==> src/rtl/dmem_arb_pkg.sv <==
// Shared types and constants for the data-memory arbiter.
package dmem_arb_pkg;

   typedef enum logic [1:0] {
      ST_IDLE  = 2'd0,
      ST_ISSUE = 2'd1,
      ST_WAIT  = 2'd2,
      ST_DONE  = 2'd3
   } arb_state_t;

   typedef enum logic {
      OWN_CORE = 1'b0,
      OWN_DBG  = 1'b1
   } owner_t;

   // core_ctrl bit positions
   localparam int CTRL_RD = 1;
   localparam int CTRL_WR = 0;

   // width of the latency and starvation counters
   localparam int CNT_W = 4;

endpackage

==> src/rtl/dmem_arb_pick.sv <==
// Priority select between core and debug, with a starvation counter that
// forces a debug grant after STARVE_MAX consecutive core grants.
module dmem_arb_pick
   import dmem_arb_pkg::*;
#(
   parameter int STARVE_MAX = 4
) (
   input  logic clk,
   input  logic reset_n,
   input  logic core_pend,
   input  logic dbg_pend,
   input  logic grant_en,
   output logic grant_dbg
);

   localparam logic [CNT_W-1:0] STARVE_LIM = CNT_W'(STARVE_MAX);

   logic [CNT_W-1:0] starve_cnt;

   // core wins unless debug has been passed over STARVE_MAX times
   always_comb begin
      grant_dbg = dbg_pend && (!core_pend || (starve_cnt == STARVE_LIM));
   end

   // count core grants made while debug waits; clear when debug is idle or served
   always_ff @(posedge clk or negedge reset_n) begin
      if (!reset_n) begin
         starve_cnt <= '0;
      end else if (grant_en) begin
         if (!dbg_pend || grant_dbg) begin
            starve_cnt <= '0;
         end else if (starve_cnt != STARVE_LIM) begin
            starve_cnt <= starve_cnt + 1'b1;
         end
      end
   end

endmodule

==> src/rtl/dmem_arbiter.sv <==
// Single-port data-memory controller shared by the MEM stage and a debug port.
//
// state    | meaning
// ---------+----------------------------------------------------------
// ST_IDLE  | no access in flight; pick an owner if anyone is pending
// ST_ISSUE | mem_en strobe cycle; load latency counter
// ST_WAIT  | MEM_LAT cycles; read data captured on the last one
// ST_DONE  | release core stall or pulse dbg_ack; never re-grants here
module dmem_arbiter
   import dmem_arb_pkg::*;
#(
   parameter int MEM_LAT    = 2,
   parameter int STARVE_MAX = 4
) (
   input  logic        clk,
   input  logic        reset_n,
   input  logic [1:0]  core_ctrl,
   input  logic [31:0] core_addr,
   input  logic [31:0] core_wdata,
   output logic        core_stall,
   output logic [31:0] core_rdata,
   input  logic        dbg_req,
   input  logic        dbg_we,
   input  logic [31:0] dbg_addr,
   input  logic [31:0] dbg_wdata,
   output logic        dbg_ack,
   output logic [31:0] dbg_rdata,
   output logic        mem_en,
   output logic        mem_we,
   output logic [31:0] mem_addr,
   output logic [31:0] mem_wdata,
   input  logic [31:0] mem_rdata
);

   localparam logic [CNT_W-1:0] LAT_INIT = CNT_W'(MEM_LAT);

   arb_state_t       state;
   owner_t           owner;
   logic             acc_we;
   logic [CNT_W-1:0] wait_cnt;
   logic             core_pend;
   logic             grant_dbg;
   logic             sel_we;

   // request decode and the write flag of whichever side would win
   always_comb begin
      core_pend = (core_ctrl != 2'b00);
      sel_we    = grant_dbg ? dbg_we : core_ctrl[CTRL_WR];
   end

   dmem_arb_pick #(
      .STARVE_MAX (STARVE_MAX)
   ) u_pick (
      .clk       (clk),
      .reset_n   (reset_n),
      .core_pend (core_pend),
      .dbg_pend  (dbg_req),
      .grant_en  (state == ST_IDLE),
      .grant_dbg (grant_dbg)
   );

   // stall the pipeline until the core's own DONE cycle
   always_comb begin
      core_stall = core_pend && !((state == ST_DONE) && (owner == OWN_CORE));
   end

   // access sequencer with registered memory-side and response outputs
   always_ff @(posedge clk or negedge reset_n) begin
      if (!reset_n) begin
         state      <= ST_IDLE;
         owner      <= OWN_CORE;
         acc_we     <= 1'b0;
         wait_cnt   <= '0;
         mem_en     <= 1'b0;
         mem_we     <= 1'b0;
         mem_addr   <= '0;
         mem_wdata  <= '0;
         core_rdata <= '0;
         dbg_rdata  <= '0;
         dbg_ack    <= 1'b0;
      end else begin
         case (state)
            ST_IDLE: begin
               if (core_pend || dbg_req) begin
                  owner     <= grant_dbg ? OWN_DBG : OWN_CORE;
                  mem_addr  <= grant_dbg ? dbg_addr : core_addr;
                  mem_wdata <= grant_dbg ? dbg_wdata : core_wdata;
                  acc_we    <= sel_we;
                  mem_en    <= 1'b1;
                  mem_we    <= sel_we;
                  state     <= ST_ISSUE;
               end
            end
            ST_ISSUE: begin
               mem_en   <= 1'b0;
               mem_we   <= 1'b0;
               wait_cnt <= LAT_INIT;
               state    <= ST_WAIT;
            end
            ST_WAIT: begin
               wait_cnt <= wait_cnt - 1'b1;
               if (wait_cnt == CNT_W'(1)) begin
                  if (!acc_we) begin
                     if (owner == OWN_CORE) core_rdata <= mem_rdata;
                     else                   dbg_rdata  <= mem_rdata;
                  end
                  dbg_ack <= (owner == OWN_DBG);
                  state   <= ST_DONE;
               end
            end
            ST_DONE: begin
               dbg_ack <= 1'b0;
               state   <= ST_IDLE;
            end
            default: state <= ST_IDLE;
         endcase
      end
   end

endmodule

==> config.mk <==
export PLATFORM = sky130hd
export DESIGN_NAME = dmem_arbiter
export DESIGN_NICKNAME = d
export VERILOG_FILES = /design/src/rtl/dmem_arb_pkg.sv /design/src/rtl/dmem_arb_pick.sv /design/src/rtl/dmem_arbiter.sv
export SDC_FILE = /design/constraint.sdc
export NUM_CORES = 1
export LEC_CHECK = 0
export ABC_AREA = 1
export CAP_MARGIN = 10
export CORE_ASPECT_RATIO = 0.7
export CORE_UTILIZATION = 40
export CTS_CLUSTER_DIAMETER = 80
export CTS_CLUSTER_SIZE = 8
export DETAILED_ROUTE_END_ITERATION = 8
export GPL_TIMING_DRIVEN = 1
export PLACE_DENSITY = 0.81
export SLEW_MARGIN = 20
export SYNTH_ARGS = -nofsm -noshare
export SYNTH_HDL_FRONTEND = slang
export SYNTH_SLANG_ARGS = --single-unit
==> constraint.sdc <==
create_clock -name clk -period 4.4 [get_ports clk]
set_clock_uncertainty 0.05 [all_clocks]
set_input_delay 0.66 -clock clk [delete_from_list [all_inputs] [get_ports clk]]
set_output_delay 0.66 -clock clk [all_outputs]
set_load 0.01 [all_outputs]
==> results.json <==
{
  "max_freq_mhz": 386,
  "use_met2": 0.391,
  "ff2ff_path_depth": 9,
  "tns_ps": 0,
  "fp-row-count": 38,
  "crit_chain": "clkdlybuf4s50_1 > nor2_2 > nor2_1 > clkdlybuf4s50_1",
  "period_needed_ps": 2590,
  "r2r_start": "u_pick.starve_cnt[0]",
  "grt_overflow": 0,
  "wl_um": 18900,
  "dpl.hpwl_um": 13800,
  "postRouteAntennaNets": 0,
  "finalCritPeriodShare": 0.589,
  "via_per_inst": 4.61,
  "worstMarginPinSlew_ps": 785,
  "cts_tree": "built",
  "cap_violations": 0,
  "ys_seq_elements": 143,
  "insertion_delay_ps": 410,
  "place_area_mm2": 0.00957,
  "cts.repair.resized": 0,
  "switching_power_uw": 2250,
  "multi_input_area_mm2": 0.00228,
  "ctsHoldBuffers": 0,
  "seq_area_frac_synth": 0.550,
  "drtIter0Drc": 274,
  "first_pass_iters": 7,
  "avgSynthCellArea_um2": 7.94,
  "num_antenna_cells": 0,
  "finalHoldViolCount": 0,
  "r2r_end": "mem_addr[10]",
  "drt-wirelength-per-cell_um": 14.4,
  "port_buffers": 297,
  "fin_area_mm2": 0.0102,
  "seq_area_mm2": 0.00358,
  "relSlewSlack": 0.477,
  "cts_buffers": 17,
  "initial_core_util": 0.415,
  "fin_nets": 1275,
  "antenna_found_initial": 0,
  "nFillCells": 1293,
  "cts_max_path_buffers": 2,
  "drv_slew": 0,
  "cp_max_fo": 4,
  "p_comb_frac": 0.426,
  "dieArea_mm2": 0.0168,
  "ctsHtreeMaxLevel": 4,
  "cts_setup_buffers": 0,
  "io_pins": 298,
  "worstPathArrival_ps": 1880,
  "vias": 6049,
  "drc": 0,
  "grt_max_degree": 81,
  "dieWidth_um": 154,
  "grt-busiest-layer": "met2",
  "cts.clk_slew.worst_paths_ps": 70,
  "r2r_slack_ps": 2140,
  "grt_util_met3": 0.0664,
  "yosysUniqueCellTypes": 23,
  "cp.required_ps": 3690,
  "p_sw_frac": 0.356,
  "syn_area_mm2": 0.00651,
  "end_kind": "primary output",
  "start_kind": "primary input",
  "gp_congestion": 0.799,
  "p_seq_frac": 0.348,
  "synthToLayoutAreaGrowth_pct": 56.0,
  "fp.dieH_um": 109,
  "netlist_instances": 820,
  "clkPwrFrac": 0.226,
  "cts-root-buf": "clkbuf_16",
  "grt_pass1_vias": 5909,
  "grt_pass1_wl_um": 29300,
  "cp_slowest_cell": "clkdlybuf4s50_1",
  "rsz0062_at_grt": "false",
  "crit_top_cell": "clkdlybuf4s50_1",
  "crit_path_max_incr_delay_ps": 550,
  "p_int_uw": 4080,
  "crit_type": "in2out",
  "coreArea_mm2": 0.0157,
  "outcome": "completed",
  "power.density_mw_per_mm2": 624,
  "p_leak_uw": 0.00507,
  "max-vdd-ir-drop_mv": 0.317,
  "synth_nets": 995,
  "setup_violations": 0,
  "drive_gt1_frac": 0.0422,
  "use_met1": 0.271,
  "cts_sinks": 143,
  "synth-warning-count": 0,
  "grt_usage": 0.224,
  "hp-class": "in2async"
}
## final cells by class
cell class | instances | share of cell area
clock buffers | 18 | 0.0432
clock inverters | 14 | 0.0142
inverters | 119 | 0.0440
multi-input cells | 516 | 0.224
flip-flops and latches | 143 | 0.352
well taps | 200 | 0.0246
repair buffers | 303 | 0.297
## cells in the final DEF (no fill, tap or decap), types with 8 or more instances in the layout
cell             Yosys  layout
clkdlybuf4s50_1      0     296
nand2_1            268     268
dfrtp_1            143     143
inv_1              117     117
nor2_1              74      74
o21ai_1             74      74
o21ai_0             66      66
clkbuf_16            0      17
ha_1                 9       9
nand3_1              8       8
## registers in the layout (all words and copies together), names as in the netlist
| signal | cells |
|---|---|
| u_pick.starve_cnt | 4 |
| mem_en | 1 |
| mem_addr | 32 |
| mem_wdata | 32 |
| dbg_rdata | 32 |
| core_rdata | 32 |
| owner | 1 |
| wait_cnt | 4 |
| acc_we | 1 |
| dbg_ack | 1 |
| state | 2 |
| mem_we | 1 |
## layer usage
layer / share of wire / routed length [um]
met5: 0 / 0
met4: 0.016 / 303
met3: 0.063 / 1200
met2: 0.49 / 9310
met1: 0.43 / 8050
## kinds of logic (layout without fill, tap and decap cells)
kind of cell    after synthesis  count (layout)  share of synthesized area
compound gates              147             147                      0.114
simple gates                358             358                      0.213
fa+ha+maj                     9               9                     0.0173
xor+xnor                      2               2                    0.00269
flops                       143             143                      0.550
buf+inv                     161             454                      0.103
## critical path: cells and delay by family
family / cells / cell delay (ps)
buf+inv: 2 / 1040
simple gates: 2 / 170
## worst max-delay path by stage
stage                 startpoint            to  slack, ps  depth (start not counted)
floorplan           core_ctrl[1]  mem_addr[17]       2780                          9
global placement    core_ctrl[0]   mem_addr[1]       1670                          9
detailed placement  core_ctrl[0]  mem_addr[27]       1580                          9
CTS                 core_ctrl[0]    core_stall       1810                          4
global route        core_ctrl[0]    core_stall       1720                          4
finish              core_ctrl[0]    core_stall       1810                          4
## Yosys cell counts
cell	n	area (um^2)
a21oi_1	3	15.0
o21ai_0	66	330
o211ai_1	1	7.51
inv_1	117	439
nand2_2	3	18.8
clkbuf_1	10	37.5
nor2_1	74	278
buf_6	2	22.5
dfrtp_1	143	3580
ha_1	9	113
xor2_1	2	17.5
a31oi_1	2	12.5
o21ai_1	74	370
buf_4	5	37.5
inv_2	2	7.51
nor2_2	1	6.26
nand3_4	1	17.5
nand4_1	3	18.8
nand2_1	268	1010
clkbuf_2	1	5.00
a21oi_2	1	8.76
nand3_1	8	40.0
buf_2	24	120
## power by group through the flow
stage | combinational, uW | clock (uW) | sequential, uW
2_1_floorplan | 982 | 0 | 2420
3_3_place_gp | 2670 | 0 | 2190
3_5_place_dp | 2720 | 0 | 2210
4_1_cts | 2740 | 1450 | 2200
5_1_grt | 2960 | 1510 | 2260
6_report | 2700 | 1430 | 2200
## metrics by stage
step / total power (uW) / hold slack [ps] / cells / setup slack [ps] / utilization
finish: 6330 / 231 / 1313 / 1810 / 0.647
global route: 6740 / 273 / 1313 / 1720 / 0.647
CTS: 6390 / 263 / 1313 / 1810 / 0.647
detailed placement: 4940 / 422 / 1281 / 1580 / 0.610
global placement: 4860 / 414 / 1281 / 1670 / 0.610
floorplan: 3410 / 314 / 820 / 2780 / -
(Power assumes the default switching activity.)
